[config.mk]
export PLATFORM = sky130hd
export DESIGN_NAME = regs_mp_flat
export DESIGN_NICKNAME = d
export VERILOG_FILES = /design/src/rtl/regs_mp_if.sv /design/src/rtl/regs_mp.sv /design/src/flat_wrapper.sv
export SDC_FILE = /design/constraint.sdc
export NUM_CORES = 2
export LEC_CHECK = 0
export CORE_MARGIN = 1.5
export CORE_UTILIZATION = 30
export CTS_BUF_LIST = sky130_fd_sc_hd__clkbuf_16
export DETAILED_ROUTE_END_ITERATION = 7
export GPL_ROUTABILITY_DRIVEN = 0
export GPL_TIMING_DRIVEN = 0
export PLACE_DENSITY = 0.47
export SYNTH_ARGS = -nofsm -noshare
export SYNTH_HDL_FRONTEND = slang
export SYNTH_SLANG_ARGS = --single-unit
[constraint.sdc]
create_clock -name clk_100MHz -period 8.4 [get_ports clk_100MHz]
set_input_delay 1.68 -clock clk_100MHz [delete_from_list [all_inputs] [get_ports clk_100MHz]]
set_output_delay 1.68 -clock clk_100MHz [all_outputs]
set_load 0.02 [all_outputs]
[src/rtl/regs_mp_if.sv]
// Register-file port bundle: two writeback ports, one issue port and NUM_RD read ports.
// The master (ID/WB side) drives writes, issue and read addresses; the slave (the register file) returns read results.
interface regs_mp_if #(
   parameter int DATA_W = 32,
   parameter int ADDR_W = 5,
   parameter int NUM_RD = 2,
   parameter int CNT_W  = 6
);
   logic                     w0_e_i;
   logic [ADDR_W-1:0]        w0_addr_i;
   logic [DATA_W-1:0]        w0_data_i;
   logic                     w1_e_i;
   logic [ADDR_W-1:0]        w1_addr_i;
   logic [DATA_W-1:0]        w1_data_i;
   logic                     iss_e_i;
   logic [ADDR_W-1:0]        iss_addr_i;
   logic [NUM_RD*ADDR_W-1:0] rd_addr_i;
   logic [NUM_RD*DATA_W-1:0] rd_data_o;
   logic [NUM_RD-1:0]        rd_busy_o;
   logic [CNT_W-1:0]         busy_cnt_o;

   modport master (
      output w0_e_i, w0_addr_i, w0_data_i, w1_e_i, w1_addr_i, w1_data_i,
             iss_e_i, iss_addr_i, rd_addr_i,
      input  rd_data_o, rd_busy_o, busy_cnt_o
   );

   modport slave (
      input  w0_e_i, w0_addr_i, w0_data_i, w1_e_i, w1_addr_i, w1_data_i,
             iss_e_i, iss_addr_i, rd_addr_i,
      output rd_data_o, rd_busy_o, busy_cnt_o
   );
endinterface

[src/rtl/regs_mp.sv]
// Multi-port integer register file with dual prioritised writeback, same-cycle write bypass
// on every read port, and a per-register busy scoreboard with a registered population count.
module regs_mp #(
   parameter int DATA_W   = 32,
   parameter int ADDR_W   = 5,
   parameter int NUM_REGS = 32,
   parameter int NUM_RD   = 2,
   parameter int CNT_W    = 6
) (
   input  logic       clk_100MHz,
   input  logic       rst,
   regs_mp_if.slave   bus
);

   logic [DATA_W-1:0]        regs_q [NUM_REGS];
   logic [NUM_REGS-1:0]      busy_q, busy_d;
   logic [CNT_W-1:0]         cnt_q, cnt_d;
   logic                     w0_act, w1_act, iss_act;
   logic [ADDR_W-1:0]        ra;
   logic                     ra_wr;
   logic [NUM_RD*DATA_W-1:0] rd_data_d;
   logic [NUM_RD-1:0]        rd_busy_d;

   assign w0_act  = bus.w0_e_i  && (bus.w0_addr_i  != '0);
   assign w1_act  = bus.w1_e_i  && (bus.w1_addr_i  != '0);
   assign iss_act = bus.iss_e_i && (bus.iss_addr_i != '0);

   // Writes clear first, then issue sets, so a same-cycle issue keeps the new producer busy.
   always_comb begin
      busy_d = busy_q;
      for (int i = 1; i < NUM_REGS; i++) begin
         if ((w0_act && bus.w0_addr_i == ADDR_W'(i)) || (w1_act && bus.w1_addr_i == ADDR_W'(i)))
            busy_d[i] = 1'b0;
         if (iss_act && bus.iss_addr_i == ADDR_W'(i))
            busy_d[i] = 1'b1;
      end
      busy_d[0] = 1'b0;
      cnt_d = '0;
      for (int i = 0; i < NUM_REGS; i++)
         cnt_d = cnt_d + CNT_W'(busy_d[i]);
   end

   // Port 1 is the younger instruction: its assignment comes last so it wins on a collision.
   always_ff @(posedge clk_100MHz) begin
      if (rst) begin
         for (int i = 0; i < NUM_REGS; i++) regs_q[i] <= '0;
         busy_q <= '0;
         cnt_q  <= '0;
      end else begin
         if (w0_act) regs_q[bus.w0_addr_i] <= bus.w0_data_i;
         if (w1_act) regs_q[bus.w1_addr_i] <= bus.w1_data_i;
         busy_q <= busy_d;
         cnt_q  <= cnt_d;
      end
   end

   always_comb begin
      rd_data_d = '0;
      rd_busy_d = '0;
      ra        = '0;
      ra_wr     = 1'b0;
      for (int k = 0; k < NUM_RD; k++) begin
         ra    = bus.rd_addr_i[k*ADDR_W +: ADDR_W];
         ra_wr = (w0_act && bus.w0_addr_i == ra) || (w1_act && bus.w1_addr_i == ra);
         if (!rst && ra != '0) begin
            if (w1_act && bus.w1_addr_i == ra)
               rd_data_d[k*DATA_W +: DATA_W] = bus.w1_data_i;
            else if (w0_act && bus.w0_addr_i == ra)
               rd_data_d[k*DATA_W +: DATA_W] = bus.w0_data_i;
            else
               rd_data_d[k*DATA_W +: DATA_W] = regs_q[ra];
            rd_busy_d[k] = busy_q[ra] && !ra_wr;
         end
      end
   end

   assign bus.rd_data_o  = rd_data_d;
   assign bus.rd_busy_o  = rd_busy_d;
   assign bus.busy_cnt_o = cnt_q;

endmodule

[src/flat_wrapper.sv]
// flat-port wrapper written by rule: the top's interface ports become plain ports
module regs_mp_flat 
#(
   parameter int DATA_W   = 32,
   parameter int ADDR_W   = 5,
   parameter int NUM_REGS = 32,
   parameter int NUM_RD   = 2,
   parameter int CNT_W    = 6
)
  (clk_100MHz, rst, bus_w0_e_i, bus_w0_addr_i, bus_w0_data_i, bus_w1_e_i, bus_w1_addr_i, bus_w1_data_i, bus_iss_e_i, bus_iss_addr_i, bus_rd_addr_i, bus_rd_data_o, bus_rd_busy_o, bus_busy_cnt_o);
  regs_mp_if #(.DATA_W(DATA_W), .ADDR_W(ADDR_W), .NUM_RD(NUM_RD), .CNT_W(CNT_W)) bus_i ();
  input  logic clk_100MHz;
  input  logic rst;
  input wire logic [$bits(bus_i.w0_e_i)-1:0] bus_w0_e_i;
  input wire logic [$bits(bus_i.w0_addr_i)-1:0] bus_w0_addr_i;
  input wire logic [$bits(bus_i.w0_data_i)-1:0] bus_w0_data_i;
  input wire logic [$bits(bus_i.w1_e_i)-1:0] bus_w1_e_i;
  input wire logic [$bits(bus_i.w1_addr_i)-1:0] bus_w1_addr_i;
  input wire logic [$bits(bus_i.w1_data_i)-1:0] bus_w1_data_i;
  input wire logic [$bits(bus_i.iss_e_i)-1:0] bus_iss_e_i;
  input wire logic [$bits(bus_i.iss_addr_i)-1:0] bus_iss_addr_i;
  input wire logic [$bits(bus_i.rd_addr_i)-1:0] bus_rd_addr_i;
  output wire logic [$bits(bus_i.rd_data_o)-1:0] bus_rd_data_o;
  output wire logic [$bits(bus_i.rd_busy_o)-1:0] bus_rd_busy_o;
  output wire logic [$bits(bus_i.busy_cnt_o)-1:0] bus_busy_cnt_o;
  assign bus_i.w0_e_i = bus_w0_e_i;
  assign bus_i.w0_addr_i = bus_w0_addr_i;
  assign bus_i.w0_data_i = bus_w0_data_i;
  assign bus_i.w1_e_i = bus_w1_e_i;
  assign bus_i.w1_addr_i = bus_w1_addr_i;
  assign bus_i.w1_data_i = bus_w1_data_i;
  assign bus_i.iss_e_i = bus_iss_e_i;
  assign bus_i.iss_addr_i = bus_iss_addr_i;
  assign bus_i.rd_addr_i = bus_rd_addr_i;
  assign bus_rd_data_o = bus_i.rd_data_o;
  assign bus_rd_busy_o = bus_i.rd_busy_o;
  assign bus_busy_cnt_o = bus_i.busy_cnt_o;
  regs_mp #(.DATA_W(DATA_W), .ADDR_W(ADDR_W), .NUM_REGS(NUM_REGS), .NUM_RD(NUM_RD), .CNT_W(CNT_W)) u_core (.clk_100MHz(clk_100MHz), .rst(rst), .bus(bus_i));
endmodule
---- After elaboration in Yosys (flattened, before gate mapping) ----
Memory sizes are Yosys's and may differ from the RTL's.
Cells that the tools add are included.
storage, ports and cells
  bits in registers ....................... 38
  bits in writable memories ............... 1,024
  input port bits ......................... 94
  memories kept ........................... 1
memory list
  name           words  bits a word  read ports  clocked after Yosys merged registers in  wr ports  line           source
  u_core.regs_q  32     32           2           0                                        32        regs_mp.sv:15  logic [DATA_W-1:0] regs_q [NUM_REGS];
cells by class
  add/subtract/negate cells ............... 30
  $lt $le $gt $ge ......................... 2
  equality and inequality tests ........... 97
  muxes and demuxes ....................... 88
  reduce and logical (&&, ||, !) cells .... 147
operators by type and width
  cell                                                                   count
  32-bit 2-to-1 mux                                                      8
  5-bit == test (second input constant)                                  48
  6-bit by 1-bit adder with 6-bit output                                 29
  5-bit by 4-bit == test with 1-bit output (second input constant)       24
  1-bit logical AND                                                      104
  1-bit 2-to-1 mux                                                       76
  32-bit OR reduction                                                    2
  5-bit by 3-bit == test with 1-bit output (second input constant)       12
  1-bit logical OR                                                       33
  5-bit by 2-bit == test with 1-bit output (second input constant)       6
  5-bit nonzero test                                                     5
  5-bit == test                                                          4
  5-bit by 1-bit == test with 1-bit output (second input constant)       3
  5-bit by 6-bit < comparator with 1-bit output (second input constant)  2
  1-bit binary-select mux with 5-bit select                              2
  5-bit 2-to-1 mux                                                       2
  1-bit zero test                                                        3
  1-bit by 1-bit adder with 2-bit output                                 1

---- Longest topological paths before layout ----
  depth after elaboration ................. 36
  mapped depth ............................ 25
  gate-level depth less buffers ........... 24

---- Least setup slack after synthesis ----
No wires, ideal clock.
  path kind ............................... input-to-reg
  from .................................... in bus_w0_addr_i[2]
  to ...................................... reg u_core.cnt_q[4], in the netlist u_core.bus.busy_cnt_o[4]
  library setup time ...................... 128 ps
  arrival ................................. 6,714 ps
  required time ........................... 8,272 ps
  slack ................................... 1,558 ps
  cell stages on the path ................. 25
  buffers on the path ..................... 1
  path through ............................ buf_2 -> nand2b_1 -> nor3_2 -> nand2_1 -> o211ai_1 -> nand2_1 -> ha_1 -> inv_1 -> fa_1 -> inv_1 -> fa_1 -> inv_1 -> fa_1 -> fa_1 -> fa_1 -> fa_1 -> inv_1 -> ha_1 -> inv_1 -> fa_1 -> inv_1 -> a21o_1 -> a21oi_1 -> xor2_1 -> nor2_1
on the way
  cells in the longest elaborated chain, start to end .. 36
ends and longest elaborated chain
  element                                                    line                source
  start, declared                                            flat_wrapper.sv:15  input wire logic [$bits(bus_i.w0_addr_i)-1:0] bus_w0_addr_i;
  5-bit nonzero test                                         regs_mp.sv:24       assign w0_act = bus.w0_e_i && (bus.w0_addr_i != '0);
  1-bit logical AND                                          regs_mp.sv:24
  1-bit logical AND (*)                                      regs_mp.sv:32       if ((w0_act && bus.w0_addr_i == ADDR_W'(i)) || (w1_act && bus.w1_addr_i == ADDR_W'(i)))
  1-bit logical OR (*)                                       regs_mp.sv:32
  1-bit 2-to-1 mux (*)                                       regs_mp.sv:32
  1-bit 2-to-1 mux (*)                                       regs_mp.sv:34       if (iss_act && bus.iss_addr_i == ADDR_W'(i))
  named net u_core.busy_d[1]                                 regs_mp.sv:16       logic [NUM_REGS-1:0] busy_q, busy_d;
  1-bit by 1-bit adder with 2-bit output (*)                 regs_mp.sv:40       cnt_d = cnt_d + CNT_W'(busy_d[i]);
  6-bit by 1-bit adder with 6-bit output (*) (29 in series)  regs_mp.sv:40
  end signal, assigned                                       regs_mp.sv:53       cnt_q <= cnt_d;
  end, declared                                              regs_mp.sv:17       logic [CNT_W-1:0] cnt_q, cnt_d;
Mark *: on every way through the listed nets, which the timed path passes. The rest lies on a longest branch.
A chain may end at the register's enable or synchronous reset.

---- Worst setup path in the final report ----
  from .................................... in bus_rd_addr_i[6]
  to ...................................... out bus_rd_data_o[61]
on the way
  cells in the longest elaborated chain, start to end .. 5
ends and longest elaborated chain
  element                                                     line                source
  start, declared                                             flat_wrapper.sv:22  input wire logic [$bits(bus_i.rd_addr_i)-1:0] bus_rd_addr_i;
  branches (longest 4 deep; another with memory 32 x 32 bit)  -
  32-bit 2-to-1 mux (*)                                       regs_mp.sv:65       if (!rst && ra != '0) begin
  end, declared                                               flat_wrapper.sv:23  output wire logic [$bits(bus_i.rd_data_o)-1:0] bus_rd_data_o;
Mark *: on every way between the ends.

==> key figures <==
Hold path
  • Worst Hold Launch: u_core.busy_q[3]
  • WHS Path Cells: 2
  • Hold Path End: u_core.busy_q[3]
  • Hold Crit Class: reg2reg

Timing
  • RSZ-0062 raised after global routing: no
  • Setup ws final: roughly 57 ps
  • Crit path time final: 8340 ps
  • Final Skew: approximately 25 ps
  • Slew Limit Fails: 48
  • Setup-failing EPs final: 0
  • Fin crit share: 0.993
  • Relative slew slack: -0.118
  • Endpoints failing hold: 0
  • Fmax achieved: 120 MHz
  • Worst slew pin tran: 1660 ps

Clock network
  • CTS Buf Count: 120
  • Clock transition at the registers of the reported paths: approximately 60 ps
  • # hold bufs at CTS: 0
  • Clk sinks: about 1100
  • Htree depth: 3
  • Post-CTS Setup Bufs: 0
  • Post_cts resized: 0
  • TritonCTS clock tree: built
  • Clock buffer depth: 3
  • Worst skew pair latency: 800 ps
  • Clk root buf: clkbuf_16

Logic synthesis
  • Synthesized instance count: around 5400
  • Synth Area in Adders: 0.00905
  • Cell accounting for the most synthesized area: edfxtp_1
  • EDFF count, synth: a little over 1000
  • Top FF cell, synth: edfxtp_1
  • Combinational family with the most area after synthesis: compound AO/OA/AOI/OAI gates
  • Top-area cell type share of the netlist area: 0.485
  • Mux cell area share after synthesis: 0.169
  • Average size of a mapped cell: approximately 12 µm²
  • FF+latch count, synth: roughly 1100
  • Post-Synth Simple-Gate Area: 0.0553
  • FFs w/ async S/R, synth: 0
  • Seq/Total Area, Yosys: 0.497
  • Mapped cell area: 0.0633 mm²
  • Distinct cells, synth: 66
  • XOR/XNOR Fraction of Synth Area: 0.00318
  • Synth Area in Compound Gates: 0.212
  • Yosys warning count: 0
  • Top post-synthesis cells by area: edfxtp_1, mux2i_1, a22o_1, a22oi_1, clkbuf_1

Power and ir drop
  • PD cells: between 150 and 200 mW/mm²
  • P_leak: 27.1 nW
  • VDD IR-drop max: around 180 µV

Placed design
  • Dpl cell area: a little under 0.07 mm²
  • Port bufs: 95
  • Inst Count DP: roughly 8300
  • Post-place setup slack: -146 ps
  • Detail Placement HPWL: 247000 µm

Routing
  • Drt first pass iters: 8
  • Vias/cell: between 6 and 7
  • DRT Wirelength: around 310000 µm
  • Via count: roughly 53000
  • Initial DRC count: 7444
  • Residual DRC count: 0
  • Routed length per instance: about 36 µm
  • Number of routed nets with antenna violations: 0

Critical path
  • RR Endpoint: u_core.bus.busy_cnt_o[4]
  • Critical Path AT: about 6700 ps
  • RR Startpoint: u_core.busy_q[2]
  • Worst Path Max Fanout: 10
  • CP Class: in2out
  • Crit path launch type: primary input
  • Register-to-Register Setup Slack: between 2000 and 3000 ps
  • Req. time, crit path: roughly 6700 ps
  • Reg2Reg Depth: 21
  • Worst setup EP type: output pin

Cells and area
  • Most frequent cells in the layout: edfxtp_1, a22o_1, mux2i_1
  • Final Cell Area: approximately 0.072 mm²
  • Commonest non-fill, non-tap cell in the layout: edfxtp_1
  • Nets@finish: approximately 5800
  • Fillers: around 21000
  • Area Growth Syn to Fin: 14.4%
  • Share of cells above drive strength 1: 0.0981
  • Finished Layout Cells: around 8600

GRT
  • First-pass GRT wire length: 419000 µm
  • GRT Resource Usage Total: 0.279
  • Grt ovf: 0
  • Vias in the first global route: 52000
  • Largest net degree at the start of global routing: 33
  • Initial antenna violation count: 16

Floorplan
  • Initial core utilization: 0.302
  • Die width: roughly 460 µm
  • Die Height: 462 µm
  • Top Ports: 166
  • Core Region: 0.210 mm²
  • Die area: between 0.2 and 0.25 mm²
  • Rows: roughly 170

Run status
  • Failing checks: max-capacitance violations, max-slew violations
  • Status: finished with violations

Job
  • Max Cap Viol: 10
cell families after synthesis:
logic type / Yosys count
xor+xnor: 23
other cells: 1
compound gates: 1697
fa+ha+maj: 32
buf+inv: 793
mux: 1033
simple gates: 741
flops: 1061
cell usage after synthesis, types with 38 or more instances:
cell type,instances
clkbuf_1,416
mux2i_1,999
inv_1,38
nor2_1,104
o21ai_0,41
edfxtp_1,1024
a22oi_1,262
nand3_1,164
o22ai_1,182
a21oi_1,94
buf_2,254
a22o_1,1008
nor3_1,56
nand2_1,279
buf_1,65
routing by layer:
layer  global-route usage  part of all wire
met4                0.163             0.068
met3               0.0527             0.087
met1                0.365              0.40
met2                0.430              0.44
met5                    0           0.00030
worst max-delay path by stage:
stage	start	endpoint	slack [ps]	cells past startpoint
after floorplan	bus_w0_addr_i[2]	u_core.bus.busy_cnt_o[4]	1560	25
after global placement	bus_w0_e_i	u_core.bus.busy_cnt_o[4]	-100	25
after detailed placement	bus_w0_e_i	u_core.bus.busy_cnt_o[4]	-150	25
after CTS	bus_rd_addr_i[6]	bus_rd_data_o[61]	430	10
after global routing	bus_rd_addr_i[5]	bus_rd_data_o[62]	260	11
final	bus_rd_addr_i[6]	bus_rd_data_o[61]	60	9
critical path: stages:
cell and delay, ps:
clkdlybuf4s50_1 820, or4b_1 410, clkbuf_1 900, o22ai_1 240, nor4_1 1140, nand2_1 220, a311oi_1 360, o21ai_1 250
clkdlybuf4s50_1 610
per-stage QoR:
| step | TNS, ps | hold slack, ps | util | power, W |
|---|---|---|---|---|
| after floorplan | 0 | 515 | - | 0.00750 |
| after global placement | -102 | 578 | 0.324 | 0.00845 |
| after detailed placement | -146 | 586 | 0.328 | 0.00850 |
| after CTS | 0 | 603 | 0.345 | 0.0136 |
| after global routing | 0 | 655 | 0.345 | 0.0139 |
| final | 0 | 603 | 0.345 | 0.0136 |
layout make-up:
type | count | area (µm²) | share of cell area
inverters | 40 | 150 | 0.00207
repair buffers | 132 | 1600 | 0.0221
well taps | 2805 | 3510 | 0.0485
diodes | 10 | 25.0 | 0.000345
flip-flops and latches | 1061 | 31500 | 0.435
multi-input cells | 3558 | 28800 | 0.397
plain buffers | 753 | 3230 | 0.0446
clock buffers | 121 | 3030 | 0.0418
clock inverters | 102 | 636 | 0.00877
sequential cells by signal (all words and copies together), names as in the netlist:
name and flops:
u_core.regs_q 1024, u_core.busy_q 31, u_core.bus.busy_cnt_o 6
where the power goes:
part	total, W	switching [W]	leakage (nW)	internal (W)
combinational	0.00211	0.00148	15.1	0.000638
sequential	0.00634	0.000206	10.1	0.00614
clock	0.00517	0.00240	1.96	0.00278
total	0.0136	0.00408	27.1	0.00955
(Power assumes the default switching activity.)
